**config.mk**
```make
export PLATFORM = sky130hd
export DESIGN_NAME = score_digit_renderer
export DESIGN_NICKNAME = d
export VERILOG_FILES = /design/src/rtl/score_pkg.sv /design/src/rtl/bcd_score_counter.sv /design/src/rtl/score_digit_renderer.sv
export SDC_FILE = /design/constraint.sdc
export NUM_CORES = 1
export LEC_CHECK = 0
export BUFFER_PORTS_ARGS = -buffer_cell sky130_fd_sc_hd__buf_2
export CAP_MARGIN = 20
export CORE_MARGIN = 2
export CORE_UTILIZATION = 47
export DETAILED_ROUTE_END_ITERATION = 16
export PLACE_DENSITY = 0.8
export SYNTH_ARGS = -nofsm -noshare
export SYNTH_HDL_FRONTEND = slang
export SYNTH_SLANG_ARGS = --single-unit
```
**constraint.sdc**
```tcl
create_clock -name clk -period 2.4 [get_ports clk]
set_clock_uncertainty 0.15 [all_clocks]
set_input_delay 0.24 -clock clk [delete_from_list [all_inputs] [get_ports clk]]
set_output_delay 0.24 -clock clk [all_outputs]
set_load 0.03 [all_outputs]
```
**src/rtl/score_pkg.sv**
```systemverilog
// Shared types and helpers for the score display: BCD digit/score types and glyph geometry.
// Latency: n/a (types, constants and a combinational helper function only).
// Backpressure: none.
package score_pkg;

   localparam int GLYPH_W    = 4;
   localparam int GLYPH_H    = 8;
   localparam int NUM_DIGITS = 4;

   typedef logic [3:0] bcd_t;
   typedef bcd_t [3:0] score_t;   // [3] = thousands, [0] = units

   // Ripple-carry BCD increment that sticks at 9999 instead of wrapping.
   function automatic score_t bcd_inc(input score_t s);
      score_t r;
      logic   carry;
      r     = s;
      carry = 1'b1;
      if (s != 16'h9999) begin
         for (int i = 0; i < 4; i++) begin
            if (carry) begin
               if (s[i] == 4'd9) begin
                  r[i] = 4'd0;
               end else begin
                  r[i]  = s[i] + 4'd1;
                  carry = 1'b0;
               end
            end
         end
      end
      return r;
   endfunction

endpackage

```
**src/rtl/bcd_score_counter.sv**
```systemverilog
// Saturating 4-digit BCD score counter; clear beats tick when both pulse together.
// Latency: score_o reflects a tick/clear pulse on the clock edge that samples it.
// Backpressure: none; every pulse is consumed (ticks at 9999 are absorbed).
module bcd_score_counter
   import score_pkg::*;
(
   input  logic   clk,
   input  logic   rst_n,
   input  logic   tick_i,
   input  logic   clear_i,
   output score_t score_o
);

   score_t score_q;
   score_t score_d;

   // Next score: clear has priority, otherwise saturating BCD increment on tick.
   always_comb begin
      score_d = score_q;
      if (clear_i) begin
         score_d = '0;
      end else if (tick_i) begin
         score_d = bcd_inc(score_q);
      end
   end

   // Score register.
   always_ff @(posedge clk or negedge rst_n) begin
      if (!rst_n) begin
         score_q <= '0;
      end else begin
         score_q <= score_d;
      end
   end

   assign score_o = score_q;

endmodule

```
**src/rtl/score_digit_renderer.sv**
```systemverilog
// Draws the 4-digit score box on the raster using an external 1-cycle font ROM.
// Latency: pixel_on corresponds to the hcount/vcount presented 2 clocks earlier.
// Backpressure: none; one pixel per clock, streaming.
module score_digit_renderer
   import score_pkg::*;
#(
   parameter int X0         = 16,
   parameter int Y0         = 16,
   parameter int SCALE_LOG2 = 2,
   parameter int NUM_DIGITS = 4,
   parameter int DIGIT_GAP  = 1,
   parameter int BLANK_LZ   = 1,
   parameter int LATCH_LINE = 480
) (
   input  logic        clk,
   input  logic        rst_n,
   input  logic [10:0] hcount,
   input  logic [9:0]  vcount,
   input  logic        score_tick,
   input  logic        score_clear,
   output logic [3:0]  rom_addr,
   input  logic [31:0] rom_data,
   output logic [15:0] score_bcd,
   output logic        pixel_on
);

   localparam int          CELL_W  = (GLYPH_W + DIGIT_GAP) << SCALE_LOG2;
   localparam int          BOX_H   = GLYPH_H << SCALE_LOG2;
   localparam logic [10:0] X0_L    = 11'(X0);
   localparam logic [11:0] X_END_L = 12'(X0 + NUM_DIGITS * CELL_W);
   localparam logic [9:0]  Y0_L    = 10'(Y0);
   localparam logic [10:0] Y_END_L = 11'(Y0 + BOX_H);
   localparam logic [10:0] CELL1   = 11'(CELL_W);
   localparam logic [10:0] CELL2   = 11'(2 * CELL_W);
   localparam logic [10:0] CELL3   = 11'(3 * CELL_W);
   localparam logic [9:0]  LATCH_L = 10'(LATCH_LINE);

   score_t      score_live;
   score_t      disp_q, disp_d;
   logic        in_box;
   logic [10:0] dx, cell_base, col_full;
   logic [9:0]  dy;
   logic [1:0]  idx;
   logic [2:0]  row;
   bcd_t        nib;
   logic        lead_zero, visible;
   logic [2:0]  row_q;
   logic [1:0]  col_q;
   logic        vis_q, pix_q;
   logic [4:0]  bit_sel;

   bcd_score_counter u_counter (
      .clk     (clk),
      .rst_n   (rst_n),
      .tick_i  (score_tick),
      .clear_i (score_clear),
      .score_o (score_live)
   );

   assign score_bcd = score_live;

   // Display copy only follows the live score once per frame, outside the visible area.
   always_comb begin
      disp_d = disp_q;
      if (hcount == 11'd0 && vcount == LATCH_L) begin
         disp_d = score_live;
      end
   end

   assign in_box = (hcount >= X0_L) && ({1'b0, hcount} < X_END_L) &&
                   (vcount >= Y0_L) && ({1'b0, vcount} < Y_END_L);
   assign dx  = hcount - X0_L;
   assign dy  = vcount - Y0_L;
   assign row = 3'(dy >> SCALE_LOG2);

   // Digit cell lookup by comparison against cell boundaries; index 0 is the thousands digit.
   always_comb begin
      idx       = 2'd3;
      cell_base = CELL3;
      if (dx < CELL1) begin
         idx       = 2'd0;
         cell_base = '0;
      end else if (dx < CELL2) begin
         idx       = 2'd1;
         cell_base = CELL1;
      end else if (dx < CELL3) begin
         idx       = 2'd2;
         cell_base = CELL2;
      end
   end

   assign col_full = (dx - cell_base) >> SCALE_LOG2;
   assign nib      = disp_q[2'd3 - idx];

   // A digit is a leading zero when it and every digit to its left are zero; units never blank.
   always_comb begin
      lead_zero = 1'b0;
      case (idx)
         2'd0:    lead_zero = (disp_q[3] == 4'd0);
         2'd1:    lead_zero = (disp_q[3:2] == '0);
         2'd2:    lead_zero = (disp_q[3:1] == '0);
         default: lead_zero = 1'b0;
      endcase
   end

   assign visible  = in_box && (col_full < 11'd4) && !((BLANK_LZ != 0) && lead_zero);
   assign rom_addr = in_box ? nib : 4'd0;
   assign bit_sel  = 5'd31 - {row_q, col_q};

   // Stage 1 lines up glyph coordinates with the ROM read; stage 2 picks the glyph bit.
   always_ff @(posedge clk or negedge rst_n) begin
      if (!rst_n) begin
         disp_q <= '0;
         row_q  <= '0;
         col_q  <= '0;
         vis_q  <= 1'b0;
         pix_q  <= 1'b0;
      end else begin
         disp_q <= disp_d;
         row_q  <= row;
         col_q  <= col_full[1:0];
         vis_q  <= visible;
         pix_q  <= vis_q & rom_data[bit_sel];
      end
   end

   assign pixel_on = pix_q;

endmodule
```
* After elaboration in Yosys (flattened, before gate mapping)
Cells that the tools add are included.
** Word-level totals
- Flip-flop bits (word level) :: 39
- Input port bits :: 57
- Output and inout bits :: 21
- Word-level logic and storage cells :: 97
** Operators by class
- $add $sub $neg :: 9
- Order comparisons :: 10
- Equality and inequality tests :: 8
- Multiplexer cells :: 36
- Bitwise gates (word level) :: 1
- Reduce and logical (&&, ||, !) cells :: 21
** Operators by type and width (count)
- $mux W16 :: 3
- $mux W4 :: 9
- $lt A11 B6 Y1 const B :: 2
- $add A4 B1 Y4 const B :: 4
- $eq A4 B4 Y1 const B :: 4
- $mux W1 :: 16
- $ne A16 B16 Y1 const B :: 1
- $logic_not A12 Y1 :: 1
- $ge A11 B5 Y1 const B :: 1
- $logic_not A11 Y1 :: 1
- $lt A11 B5 Y1 const B :: 1
- $lt A11 B7 Y1 const B :: 1
- $mux W11 :: 1
- $sub A11 B11 Y11 :: 1
- $sub A11 B5 Y11 const B :: 1
- $eq A10 B9 Y1 const B :: 1
- $ge A10 B5 Y1 const B :: 1
- $lt A10 B6 Y1 const B :: 1
- $reduce_bool A2 Y1 :: 5
- $lt A9 B3 Y1 const B :: 1
- $reduce_and A3 Y1 :: 3
- $bmux W4 S2 :: 1
- $logic_not A8 Y1 :: 1
- $logic_and A1 B1 Y1 :: 6
- 17 further kinds :: 18

* Depth between registers and ports, before layout
- Depth after elaboration :: 17
- Gate-level depth with buffers :: 14
- Gate-level depth less buffers :: 13

* Hierarchy
A second synthesis with hierarchy kept.
** Second synthesis, totals
- Cell total of the unflattened synthesis :: 272
- Area total of the unflattened synthesis :: 2813.9 sq um
** Modules (own cells, without submodules)
- score_digit_renderer :: instances 1, cells each 170, area an instance 1783.0 sq um, sequential area each 575.6 sq um
- bcd_score_counter :: instances 1, cells each 102, area an instance 1031.0 sq um, sequential area each 400.4 sq um

* Worst setup path after synthesis
OpenSTA, ideal clock, no wires.
- Path kind :: in2reg
- From :: input port hcount[4]
- To :: register vis_q
- Library setup time :: 0.127 ns
- Arrival :: 2.936 ns
- Data required time :: 2.123 ns
- Path slack :: -0.813 ns
- Stages on the path :: 13
- Path buffers :: 1
- Path through :: clkbuf_1 -> inv_1 -> ha_1 -> xor2_1 -> nor4_1 -> nor2_1 -> or2_2 -> ha_1 -> fa_1 -> nand2b_1 -> a21oi_1 -> o2111ai_1 -> nor4_2
** Between the ends
- Longest elaborated chain between the ends :: 9
- Elaborated cells between the ends (all ways) :: 24
- Classes of those cells :: add/sub: 2; order compare: 6; eq/ne: 2; mux: 7; reduce/logical: 7
** RTL lines
- from (decl) :: RTL line score_digit_renderer.sv:17 : input logic [10:0] hcount,
- $sub A11 B5 Y11 :: RTL line score_digit_renderer.sv:72 : assign dx = hcount - X0_L;
- $lt A11 B6 Y1 :: RTL line score_digit_renderer.sv:86 : end else if (dx < CELL3) begin
- $mux W5 / $mux W1 (equally long branches) :: RTL line score_digit_renderer.sv:86
- $mux W6 / $mux W2 (equally long branches) :: RTL line score_digit_renderer.sv:83 : end else if (dx < CELL2) begin
- $mux W11 / $mux W2 (equally long branches) :: RTL line score_digit_renderer.sv:80 : if (dx < CELL1) begin
- $sub A11 B11 Y11, or another cell as far along :: RTL line score_digit_renderer.sv:92 : assign col_full = (dx - cell_base) >> SCALE_LOG2;
- $lt A9 B3 Y1 / $pmux W1 S3 (equally long branches) :: RTL line score_digit_renderer.sv:106, score_digit_renderer.sv:98
- $logic_and A1 B1 Y1 / $logic_not A1 Y1 (equally long branches) :: RTL line score_digit_renderer.sv:106 : assign visible = in_box && (col_full < 11'd4) && !((BLANK_LZ != 0) && lead_zero);
- $logic_and A1 B1 Y1 (*) :: RTL line score_digit_renderer.sv:106
- via visible :: RTL line score_digit_renderer.sv:46 : logic lead_zero, visible;
- to (signal assigned) :: RTL line score_digit_renderer.sv:122 : vis_q <= visible;
- to (decl) :: RTL line score_digit_renderer.sv:49 : logic vis_q, pix_q;
The timed path passes the listed nets; every way through them passes the cells marked *.
A chain may end at the register's enable or synchronous reset.

* Worst setup path in the final report
- From :: input port hcount[5]
- To :: register vis_q
Same word-level chain as after synthesis.

==> impl_metrics.tcl <==
set metrics [dict create \
    status "complete, but fails checks" \
    failed_checks "setup timing" \
    tightest_slew_ps 869 \
    cp_top_family "simple AND/OR/NAND/NOR gates" \
    syn2layout_area_growth_pct 40.8 \
    worst_setup_path_end_kind "flop" \
    gr-total-overflow 0 \
    rrSetupSlack_ps 290 \
    slew_headroom_pct 42.1 \
    swShare_pct 28.0 \
    cp.arrival_ps 2460 \
    pwr-share-comb_pct 24.2 \
    worstSetupPathType "in2reg" \
    htree_num_levels 2 \
    yosysWarnings 0 \
    dpl.hpwl_um 5290 \
    final_util_pct 68.6 \
    syn_avg_cell_area_um2 10.3 \
    antenna_found_initial 0 \
    syn_nets 333 \
    synth_edf_count 0 \
    design.core.area_um2 5510 \
    switching_power_mw 0.510 \
    finalWeightedCongestion 0.870 \
    clkSinkCount 39 \
    placed_cell_area_um2 3450 \
    layout-drive-gt1-share_pct 49.1 \
    cp_cell_sequence "buf_6 -> or3_4 -> o32ai_4 -> o22ai_2 -> nand2b_4 -> or2_4 -> ha_4 -> fa_2 -> nand2b_1 -> a21oi_1 -> o2111ai_1 -> nor4_2" \
    finalPower_mw 1.82 \
    drc 0 \
    yosys-top-cells-count "39 x dfrtp_1, 16 x inv_1, 16 x mux2_2" \
    timing.fmax_mhz 410 \
    yosys.area.top_type_share_pct 36.4 \
    clockRootBuffer "clkbuf_8" \
    rsz0062_at_grt "true" \
    post-route-worst-setup-slack_ps -37.1 \
    crit_slowest_cell "or3_4" \
    row_count 27 \
    totalWireLength_um 7270 \
    hp-class "in2reg" \
    diodes 0 \
    grt_pass1_vias 2446 \
    first_pass_iters 4 \
    cts_buffers 5 \
    synth-seq-cells 39 \
    p_seq_share_pct 40.3 \
    critPathRequiredTime_ps 2430 \
    instances_no_fill 441 \
    fp.dieW_um 79.6 \
    slowest_delay_ps 400 \
    setup_viol 1 \
    finalInstanceArea_um2 3780 \
    yosysMostFrequentCell "dfrtp_1" \
    placed_cells 427 \
    dpl_worst_slack_ps -407 \
    netlist_instances 260 \
    synth_area_leaders "dfrtp_1 36%, ha_1 7.0%, mux2_2 6.7%" \
    ir_drop_uv 260 \
    drv_slew 0 \
    drt_iter0_markers 127 \
    period_minus_slack_ps 2440 \
    leakagePower_nw 1.84 \
    cp-start-kind "input pin" \
    grt_use_total_pct 22.3 \
    fin_crit_sh_pct 102 \
    vias 2516 \
    critPathMaxFanout 4 \
    finalNetCount 441 \
    critPathBufInv 1 \
    seqCellArea_um2 976 \
    netlist-cell-type-count 57 \
    wl_per_cell_um 16.5 \
    fill_cells 421 \
    max_cap_viol_count 0 \
    clk_pin_slew_worst_paths_ps 80 \
    hold_viol 0 \
    clk_latency_ps 290 \
    die_y_um 79.6 \
    yosysTopAreaCell "dfrtp_1" \
    async_reset_ff_share_pct 100 \
    ant_nets 0 \
    grt_pass1_wl_um 11200 \
    p_clk_share_pct 35.5 \
    start_util_pct 48.7 \
    p_int_mw 1.31 \
    viasPerCell 5.71 \
    cts_tree "done" \
    multi_input_area_um2 1800 \
    dominantRegCellSynth "dfrtp_1" \
    whs_ps 169 \
    numPortBuffers 77 \
    dieArea_um2 6330 \
    ys_seq_area_share_pct 36.4 \
    clk_path_buf_depth 2 \
    pwr_density_cell_nw_per_um2 483 \
    io_pins 78 \
    grt_max_degree 40 \
    netlist_area_um2 2680 \
    tns_ps -37.1 \
]
kinds of logic (layout without fill, tap and decap cells):
| kind of cell | count (synthesis) | count (layout) | synth area share (%) |
|---|---|---|---|
| xor gates and xnor gates | 8 | 8 | 2.61 |
| adders and majority gates | 16 | 16 | 7.74 |
| DFF | 39 | 39 | 36.4 |
| AOI/OAI and AO/OA | 54 | 54 | 13.9 |
| muxes | 31 | 31 | 16.0 |
| and+or+nand+nor | 85 | 85 | 19.3 |
| buffers and inverters | 27 | 136 | 4.06 |
layout by cell type, fill, tap and decap left out, drive strengths merged, types with 4 or more instances in the layout:
cell and instances:
nand4 4, nor2 15, and3b 4, nand2 15
or3 5, nor3 6, xor2 5, a21oi 9
dlygate4sd3 4, nor3b 4, mux2i 7, clkbuf 6
dfrtp 39, inv 16, mux4 8, buf 108
nor4 9, a21o 4, or2 4, ha 15
nand3 4, mux2 16, o21ai 12
routing by layer:
metal | track usage, % | wire length (µm)
met2 | 41.4 | 3830
met5 | 0 | 0
met3 | 4.75 | 505
met4 | 4.66 | 76
met1 | 26.3 | 2860
cell type report:
| type | count | area share, % |
|---|---|---|
| Multi-Input combinational cell | 194 | 47.8 |
| Tap cell | 72 | 2.39 |
| Clock buffer | 6 | 1.92 |
| Sequential cell | 39 | 25.8 |
| Timing Repair Buffer | 112 | 18.8 |
| Clock inverter | 2 | 1.59 |
| Inverter | 16 | 1.66 |
state kept, by name, indices dropped and copies added, names as in the netlist:
| signal | flops |
|---|---|
| row_q | 3 |
| disp_q | 16 |
| col_q | 2 |
| vis_q | 1 |
| pixel_on | 1 |
| u_counter.score_o | 16 |
power by group through the flow:
stage          sequential [mW]  combinational [mW]  clock (mW)
5_1_grt                  0.742               0.481       0.689
4_1_cts                  0.735               0.424       0.653
2_1_floorplan            0.773               0.209           0
3_3_place_gp             0.745               0.394           0
3_5_place_dp             0.748               0.404           0
6_report                 0.735               0.442       0.647
worst paths after layout:
path,startpoint,end,cells past startpoint
hold reg to reg,row_q[1],pixel_on,2
setup reg to reg,u_counter.score_o[12],u_counter.score_o[10],6
min in group asynchronous,rst_n,col_q[0],2
hold / removal,score_clear,u_counter.score_o[15],2
setup / recovery,hcount[5],vis_q,12
max in group asynchronous,rst_n,u_counter.score_o[10],2
repair_timing:
item / 4_1_cts / 5_1_grt
cloned: 0 / 0
endpoints found under the setup margin: 5 / 6
hold buffers: 4 / 0
gates resized for setup: 15 / 19
pin swaps: 12 / 4
buffers inserted: 2 / 1
hold endpoints to repair: 42 / 0
(Power assumes the default switching activity.)
